$ cat src/rtl/redmule_streamout_serializer_if.sv
// Request/grant bus used on both sides of the store serialiser:
// the wide Z beat stream on the way in and the TCDM write port on the way out.
interface redmule_streamout_serializer_if #(
  parameter int DW = 64,
  parameter int AW = 32
);
  logic            req;
  logic            gnt;
  logic [AW-1:0]   add;
  logic            wen;
  logic [DW/8-1:0] be;
  logic [DW-1:0]   data;

  modport master (output req, add, wen, be, data, input gnt);
  modport slave  (input req, add, be, data, output gnt);
endinterface

$ cat src/rtl/redmule_streamout_serializer.sv
// Store-side beat FIFO plus wide-to-narrow serialiser for the RedMulE Z stream.
// Sub-beats with all-zero strobes are skipped; flush/done and a grant counter face the controller.
module redmule_streamout_serializer #(
  parameter int IN_DW      = 256,
  parameter int OUT_DW     = 64,
  parameter int AW         = 32,
  parameter int FIFO_DEPTH = 2
) (
  input  logic        clk_i,
  input  logic        rst_ni,
  input  logic        clear_i,
  input  logic        enable_i,
  redmule_streamout_serializer_if.slave  in_s,
  redmule_streamout_serializer_if.master out_m,
  input  logic        flush_i,
  output logic        done_o,
  output logic        idle_o,
  output logic        fifo_full_o,
  output logic        fifo_empty_o,
  output logic [31:0] wr_count_o
);
  localparam int RATIO = IN_DW / OUT_DW;
  localparam int BE    = OUT_DW / 8;
  localparam int IBE   = IN_DW / 8;
  localparam int IW    = (RATIO > 1) ? $clog2(RATIO) : 1;
  localparam int PW    = (FIFO_DEPTH > 1) ? $clog2(FIFO_DEPTH) : 1;
  localparam int CW    = $clog2(FIFO_DEPTH + 1);

  localparam logic [0:0] ST_IDLE = 1'b0;
  localparam logic [0:0] ST_SEND = 1'b1;

  logic [IN_DW-1:0] r_data [FIFO_DEPTH];
  logic [IBE-1:0]   r_strb [FIFO_DEPTH];
  logic [AW-1:0]    r_addr [FIFO_DEPTH];
  logic [PW-1:0]    r_wptr, r_rptr;
  logic [CW-1:0]    r_cnt;
  logic [0:0]       r_state;
  logic [IW-1:0]    r_idx;
  logic             r_flush;
  logic [31:0]      r_wcnt;

  logic [IN_DW-1:0] w_hdata;
  logic [IBE-1:0]   w_hstrb;
  logic [AW-1:0]    w_hadd;
  logic [RATIO-1:0] w_nz;
  logic [IW-1:0]    w_act;
  logic             w_any, w_nxt_any;
  logic             w_full, w_empty, w_push, w_pop, w_req, w_fire, w_idle, w_done;

  assign w_full  = (r_cnt == CW'(FIFO_DEPTH));
  assign w_empty = (r_cnt == '0);
  assign w_push  = in_s.req & ~w_full;
  assign w_hdata = r_data[r_rptr];
  assign w_hstrb = r_strb[r_rptr];
  assign w_hadd  = r_addr[r_rptr];

  // Active sub-beat is the lowest nonzero-strobe slice at or above r_idx,
  // so empty slices cost no cycles.
  always_comb begin
    w_nz      = '0;
    w_act     = '0;
    w_any     = 1'b0;
    w_nxt_any = 1'b0;
    for (int k = 0; k < RATIO; k++) w_nz[k] = |w_hstrb[k*BE +: BE];
    for (int k = RATIO-1; k >= 0; k--)
      if (w_nz[k] && (IW'(k) >= r_idx)) begin
        w_act = IW'(k);
        w_any = 1'b1;
      end
    for (int k = 0; k < RATIO; k++)
      if (w_nz[k] && (IW'(k) > w_act)) w_nxt_any = 1'b1;
  end

  // Request rises combinationally from IDLE, which also gives bubble-free
  // hand-over from one beat to the next without looking past the head.
  assign w_req  = (r_state == ST_SEND) | (~w_empty & w_any & enable_i);
  assign w_fire = w_req & out_m.gnt;
  assign w_pop  = (w_fire & ~w_nxt_any) |
                  ((r_state == ST_IDLE) & ~w_empty & ~w_any);
  assign w_idle = w_empty & (r_state == ST_IDLE);
  assign w_done = r_flush & w_idle & ~w_push;

  always_ff @(posedge clk_i) begin
    if (w_push) begin
      r_data[r_wptr] <= in_s.data;
      r_strb[r_wptr] <= in_s.be;
      r_addr[r_wptr] <= in_s.add;
    end
  end

  always_ff @(posedge clk_i or negedge rst_ni) begin
    if (!rst_ni) begin
      r_wptr  <= '0;
      r_rptr  <= '0;
      r_cnt   <= '0;
      r_state <= ST_IDLE;
      r_idx   <= '0;
      r_flush <= 1'b0;
      r_wcnt  <= '0;
    end else if (clear_i) begin
      r_wptr  <= '0;
      r_rptr  <= '0;
      r_cnt   <= '0;
      r_state <= ST_IDLE;
      r_idx   <= '0;
      r_flush <= 1'b0;
      r_wcnt  <= '0;
    end else begin
      if (w_push) r_wptr <= (r_wptr == PW'(FIFO_DEPTH-1)) ? '0 : r_wptr + PW'(1);
      if (w_pop)  r_rptr <= (r_rptr == PW'(FIFO_DEPTH-1)) ? '0 : r_rptr + PW'(1);
      r_cnt <= r_cnt + CW'(w_push) - CW'(w_pop);
      if (w_fire) begin
        r_wcnt <= r_wcnt + 32'd1;
        if (w_nxt_any) begin
          r_idx   <= w_act + IW'(1);
          r_state <= ST_SEND;
        end else begin
          r_idx   <= '0;
          r_state <= ST_IDLE;
        end
      end else if (w_req) begin
        r_state <= ST_SEND;
      end
      if (w_done)       r_flush <= 1'b0;
      else if (flush_i) r_flush <= 1'b1;
    end
  end

  assign in_s.gnt     = ~w_full;
  assign out_m.req    = w_req;
  assign out_m.add    = w_hadd + AW'(w_act) * AW'(BE);
  assign out_m.wen    = 1'b0;
  assign out_m.be     = w_hstrb[w_act*BE +: BE];
  assign out_m.data   = w_hdata[w_act*OUT_DW +: OUT_DW];
  assign done_o       = w_done;
  assign idle_o       = w_idle;
  assign fifo_full_o  = w_full;
  assign fifo_empty_o = w_empty;
  assign wr_count_o   = r_wcnt;
endmodule

$ cat src/flat_wrapper.sv
// flat-port wrapper written by rule: the top's interface ports become plain ports
module redmule_streamout_serializer_flat 
#(
  parameter int IN_DW      = 256,
  parameter int OUT_DW     = 64,
  parameter int AW         = 32,
  parameter int FIFO_DEPTH = 2
)
  (clk_i, rst_ni, clear_i, enable_i, flush_i, done_o, idle_o, fifo_full_o, fifo_empty_o, wr_count_o, in_s_req, in_s_add, in_s_be, in_s_data, in_s_gnt, out_m_req, out_m_add, out_m_wen, out_m_be, out_m_data, out_m_gnt);
  redmule_streamout_serializer_if #(.DW(256), .AW(AW)) in_s_i ();
  redmule_streamout_serializer_if #(.DW(64), .AW(AW)) out_m_i ();
  input  logic clk_i;
  input  logic rst_ni;
  input  logic clear_i;
  input  logic enable_i;
  input  logic flush_i;
  output logic done_o;
  output logic idle_o;
  output logic fifo_full_o;
  output logic fifo_empty_o;
  output logic [31:0] wr_count_o;
  input wire logic [$bits(in_s_i.req)-1:0] in_s_req;
  input wire logic [$bits(in_s_i.add)-1:0] in_s_add;
  input wire logic [$bits(in_s_i.be)-1:0] in_s_be;
  input wire logic [$bits(in_s_i.data)-1:0] in_s_data;
  output wire logic [$bits(in_s_i.gnt)-1:0] in_s_gnt;
  output wire logic [$bits(out_m_i.req)-1:0] out_m_req;
  output wire logic [$bits(out_m_i.add)-1:0] out_m_add;
  output wire logic [$bits(out_m_i.wen)-1:0] out_m_wen;
  output wire logic [$bits(out_m_i.be)-1:0] out_m_be;
  output wire logic [$bits(out_m_i.data)-1:0] out_m_data;
  input wire logic [$bits(out_m_i.gnt)-1:0] out_m_gnt;
  assign in_s_i.req = in_s_req;
  assign in_s_i.add = in_s_add;
  assign in_s_i.be = in_s_be;
  assign in_s_i.data = in_s_data;
  assign in_s_gnt = in_s_i.gnt;
  assign out_m_req = out_m_i.req;
  assign out_m_add = out_m_i.add;
  assign out_m_wen = out_m_i.wen;
  assign out_m_be = out_m_i.be;
  assign out_m_data = out_m_i.data;
  assign out_m_i.gnt = out_m_gnt;
  redmule_streamout_serializer #(.IN_DW(IN_DW), .OUT_DW(OUT_DW), .AW(AW), .FIFO_DEPTH(FIFO_DEPTH)) u_core (.clk_i(clk_i), .rst_ni(rst_ni), .clear_i(clear_i), .enable_i(enable_i), .in_s(in_s_i), .out_m(out_m_i), .flush_i(flush_i), .done_o(done_o), .idle_o(idle_o), .fifo_full_o(fifo_full_o), .fifo_empty_o(fifo_empty_o), .wr_count_o(wr_count_o));
endmodule
$ cat config.mk
export PLATFORM = sky130hd
export DESIGN_NAME = redmule_streamout_serializer_flat
export DESIGN_NICKNAME = d
export VERILOG_FILES = /design/src/rtl/redmule_streamout_serializer_if.sv /design/src/rtl/redmule_streamout_serializer.sv /design/src/flat_wrapper.sv
export SDC_FILE = /design/constraint.sdc
export NUM_CORES = 1
export LEC_CHECK = 0
export ABC_CLOCK_PERIOD_IN_PS = 21500
export CELL_PAD_IN_SITES_DETAIL_PLACEMENT = 2
export CELL_PAD_IN_SITES_GLOBAL_PLACEMENT = 2
export CORE_ASPECT_RATIO = 1.2
export CORE_MARGIN = 2
export CORE_UTILIZATION = 40
export DETAILED_ROUTE_END_ITERATION = 7
export GPL_TIMING_DRIVEN = 0
export MAX_ROUTING_LAYER = met4
export PLACE_DENSITY = 0.92
export SLEW_MARGIN = 10
export SYNTH_ARGS = -nofsm -noshare
export SYNTH_HDL_FRONTEND = slang
export SYNTH_SLANG_ARGS = --single-unit
$ cat constraint.sdc
create_clock -name clk_i -period 21.5 [get_ports clk_i]
set_input_delay 4.3 -clock clk_i [delete_from_list [all_inputs] [get_ports clk_i]]
set_output_delay 4.3 -clock clk_i [all_outputs]
set_load 0.02 [all_outputs]
==> results.toml <==
[layout]
syn2layout_area_growth_pct = 31.7
final_common_cell = "edfxtp_1"
utilization_pct = 53.2
drive_above_1_share_pct = 20.2
fillers = 5819
final_cell_mix = "640 x edfxtp_1, 467 x clkdlybuf4s50_1, 140 x mux4_2"
fin_nets = 2211

[worst_setup_path]
path_common_cell = "buf_2"
worstSetupPathType = "flop to primary output"
arrival_ns = 6.25
worst_setup_path_start_kind = "flop"
crit_required_ns = 17.20
end_kind = "primary output"
crit_path_max_incr_delay_ns = 0.65
slowest_stage = "clkdlybuf4s50_1"
critPathBufInv = 8
cp.depth = 17
worst_r2r_path_depth = 16
crit_chain = "buf_6, buf_6, buf_8, buf_2, buf_4, buf_2, buf_2, mux2_2, ha_1, a21oi_1, nor4_4, nand4_2, nor3_2, nand2_1, xor2_1, mux2i_1, clkdlybuf4s50_1"
crit_path_max_fanout = 10
critPathTopFamily = "buffers and inverters"

[global_route]
grt-ovfl-total = 0
grt_pass1_vias = 18000
grt_pass1_wl_mm = 133
grt_max_degree = 61
antenna_found_initial = 22
track_usage_pct = 27.4

[yosys]
yosys.area.top_type = "edfxtp_1"
synth-seq-area-share_pct = 74.5
synth_area_leaders = "edfxtp_1 71%, mux4_2 12%, dfrtp_1 3.7%"
synth_edf_count = 640
async_reset_ff_share_pct = 5.88
ys_types = 62
ys.flop_type = "edfxtp_1"
synth.cell_area_sq_mm = 0.0271
ys_ff_latch = 680
synth_top_area_share_pct = 70.8
synth_nets = 1651
yosys_warnings = 0
avgSynthCellArea_sq_um = 20.6
synthCells = 1315

[die]
die_h_um = 289
coreArea_sq_mm = 0.0671
die_area_sq_mm = 0.0699
io_pins = 470
die_w_um = 242
start_util_pct = 40.4
num_rows = 104

[pwr]
p_sw_uw = 808
power_mw = 3.28
ir_drop_v = 0.000105
clockPowerShare_pct = 37.8
power_density_mw_per_mm2 = 91.9
p_seq_share_pct = 49.1
p_int_mw = 2.48
power_frac_comb_pct = 13.1
cellLeakagePower_nw = 11.9
switching_share_pct = 24.6

[cts]
clockBufferDepth = 3
clock-root-buffer = "clkbuf_16"
cts_tree = "done"
cts_buffers = 72
htree_num_levels = 3
cts-hold-fix-buffers = 0
cts_resized = 0
clk_latency_ns = 0.62
cts_sinks = 680
cts_setup_buffers = 0
clkTransAtPathRegs_ns = 0.06

[detailed_routing]
drc = 0
wl_per_cell_um = 32.8
drtIter0Drc = 1243
drtPass1Iterations = 5
via_per_inst = 5.49
routed_wl_mm = 93.9
ant_nets = 0
vias = 15700

[timing]
max_slew_margin_pct = 25.8
tightestPinTransition_ns = 1.11
period_needed_ns = 10.55
slew_viol_final = 0
clock-skew-final_ns = 0.0205
setup_viol = 0
timing.fmax_mhz = 94.8
min_period_over_period_pct = 49.1
rsz0062_at_grt = "no"
final-hold-violation-count = 0

[worst_hold_path]
hold_depth = 2
hp-class = "flop to flop"

[placed_design]
dp_hpwl_mm = 65.6
gp_congestion = 0.850
portBuffers = 468

[outcome]
status = "finished clean"

[run]
maxCapViolCount = 0
[registers in the layout, summed over array words and instances, names as in the netlist]
name               cells
u_core.r_data        512
u_core.wr_count_o     32
u_core.r_addr         64
u_core.r_wptr          1
u_core.r_rptr          1
u_core.r_cnt           2
u_core.r_flush         1
u_core.r_state         1
u_core.r_idx           2
u_core.r_strb         64
[area by class of cell]
| cell class | count | area, sq um | area share (%) |
|---|---|---|---|
| clock buffer | 88 | 1880 | 5.27 |
| multi-input combinational | 567 | 6500 | 18.2 |
| tap | 901 | 1130 | 3.15 |
| inverter | 13 | 48.8 | 0.137 |
| sequential | 680 | 20200 | 56.6 |
| buffer | 55 | 382 | 1.07 |
| clock inverter | 43 | 415 | 1.16 |
| timing repair buffer | 486 | 5090 | 14.2 |
| antenna | 29 | 72.6 | 0.203 |
[metrics by stage]
step	cell area, sq um	cells	TNS [ns]	hold slack (ns)	setup WS (ns)
6_report	35700	2862	0	0.560	10.95
5_1_grt	35700	2860	0	0.591	10.59
4_1_cts	35700	2833	0	0.571	10.77
3_5_place_dp	33400	2702	0	0.552	11.39
3_3_place_gp	32900	2684	-1412.67	0.542	-4.45
2_1_floorplan	27100	1315	0	0.509	2.84
[routing by layer]
layer / vias to the layer above / global-route usage (%) / share of wire [%] / routed length [um]
met4: 0 / 8.87 / 2.9 / 2720
met5: - / - / 0 / 0
met2: 608 / 49.9 / 55 / 51600
met3: 146 / 6.23 / 6.5 / 6070
li1: 6562 / - / - / -
met1: 8395 / 29.6 / 36 / 33400
[power by group through the flow]
stage / Clock, mW / Sequential, mW / Combinational [mW]
global route: 1.31 / 1.62 / 0.452
floorplan: 0 / 1.66 / 0.198
finish: 1.24 / 1.61 / 0.430
detailed placement: 0 / 1.63 / 0.427
global placement: 0 / 1.69 / 0.380
CTS: 1.26 / 1.61 / 0.435
[tightest hold or removal path: cells and delay by family, from the launching register on]
kind,cells,cell delay (ns)
simple gates,1,0.08
flops,1,0.36
xor+xnor,1,0.08
[cells by family (layout without fill, tap and decap cells)]
family | after synthesis | count (layout) | synth area share, %
flip-flops | 680 | 680 | 74.5
multiplexers | 248 | 248 | 16.2
AND/OR/NAND/NOR | 208 | 208 | 4.10
buffers and inverters | 68 | 685 | 1.58
XOR/XNOR | 58 | 58 | 1.87
AO/OA/AOI/OAI | 43 | 43 | 1.25
adder cells (fa/ha/maj) | 9 | 9 | 0.443
other | 1 | 30 | 0.0138
[path summary, 6_finish.rpt]
| kind | start | to | slack [ns] |
|---|---|---|---|
| min in group asynchronous | rst_ni | u_core.wr_count_o[19] | 3.54 |
| max reg2reg | u_core.r_strb[0][21] | u_core.r_cnt[1] | 16.73 |
| max in group asynchronous | rst_ni | u_core.r_flush | 17.50 |
| min | u_core.wr_count_o[31] | u_core.wr_count_o[31] | 0.56 |
| min reg2reg | u_core.wr_count_o[31] | u_core.wr_count_o[31] | 0.56 |
| max | u_core.r_rptr | out_m_add[24] | 10.95 |
[synth_stat cells, drive strengths merged (2+ instances only)]
cell type  number
nor4           21
nor2           48
mux4          144
and4b           2
nor2b           5
o21ai           7
or3             7
o21a            2
clkbuf         25
xnor2          34
or2             2
edfxtp        640
buf            30
mux2i          25
inv            13
nor3           20
nand2          36
a211oi          2
nand3          34
ha              8
dfrtp          40
nand3b          9
xor2           24
a221o           2
and4            3
and3            8
mux2           79
nand4           8
a21oi          16
and2            2
Note: power is estimated with default switching activity, not from simulation.
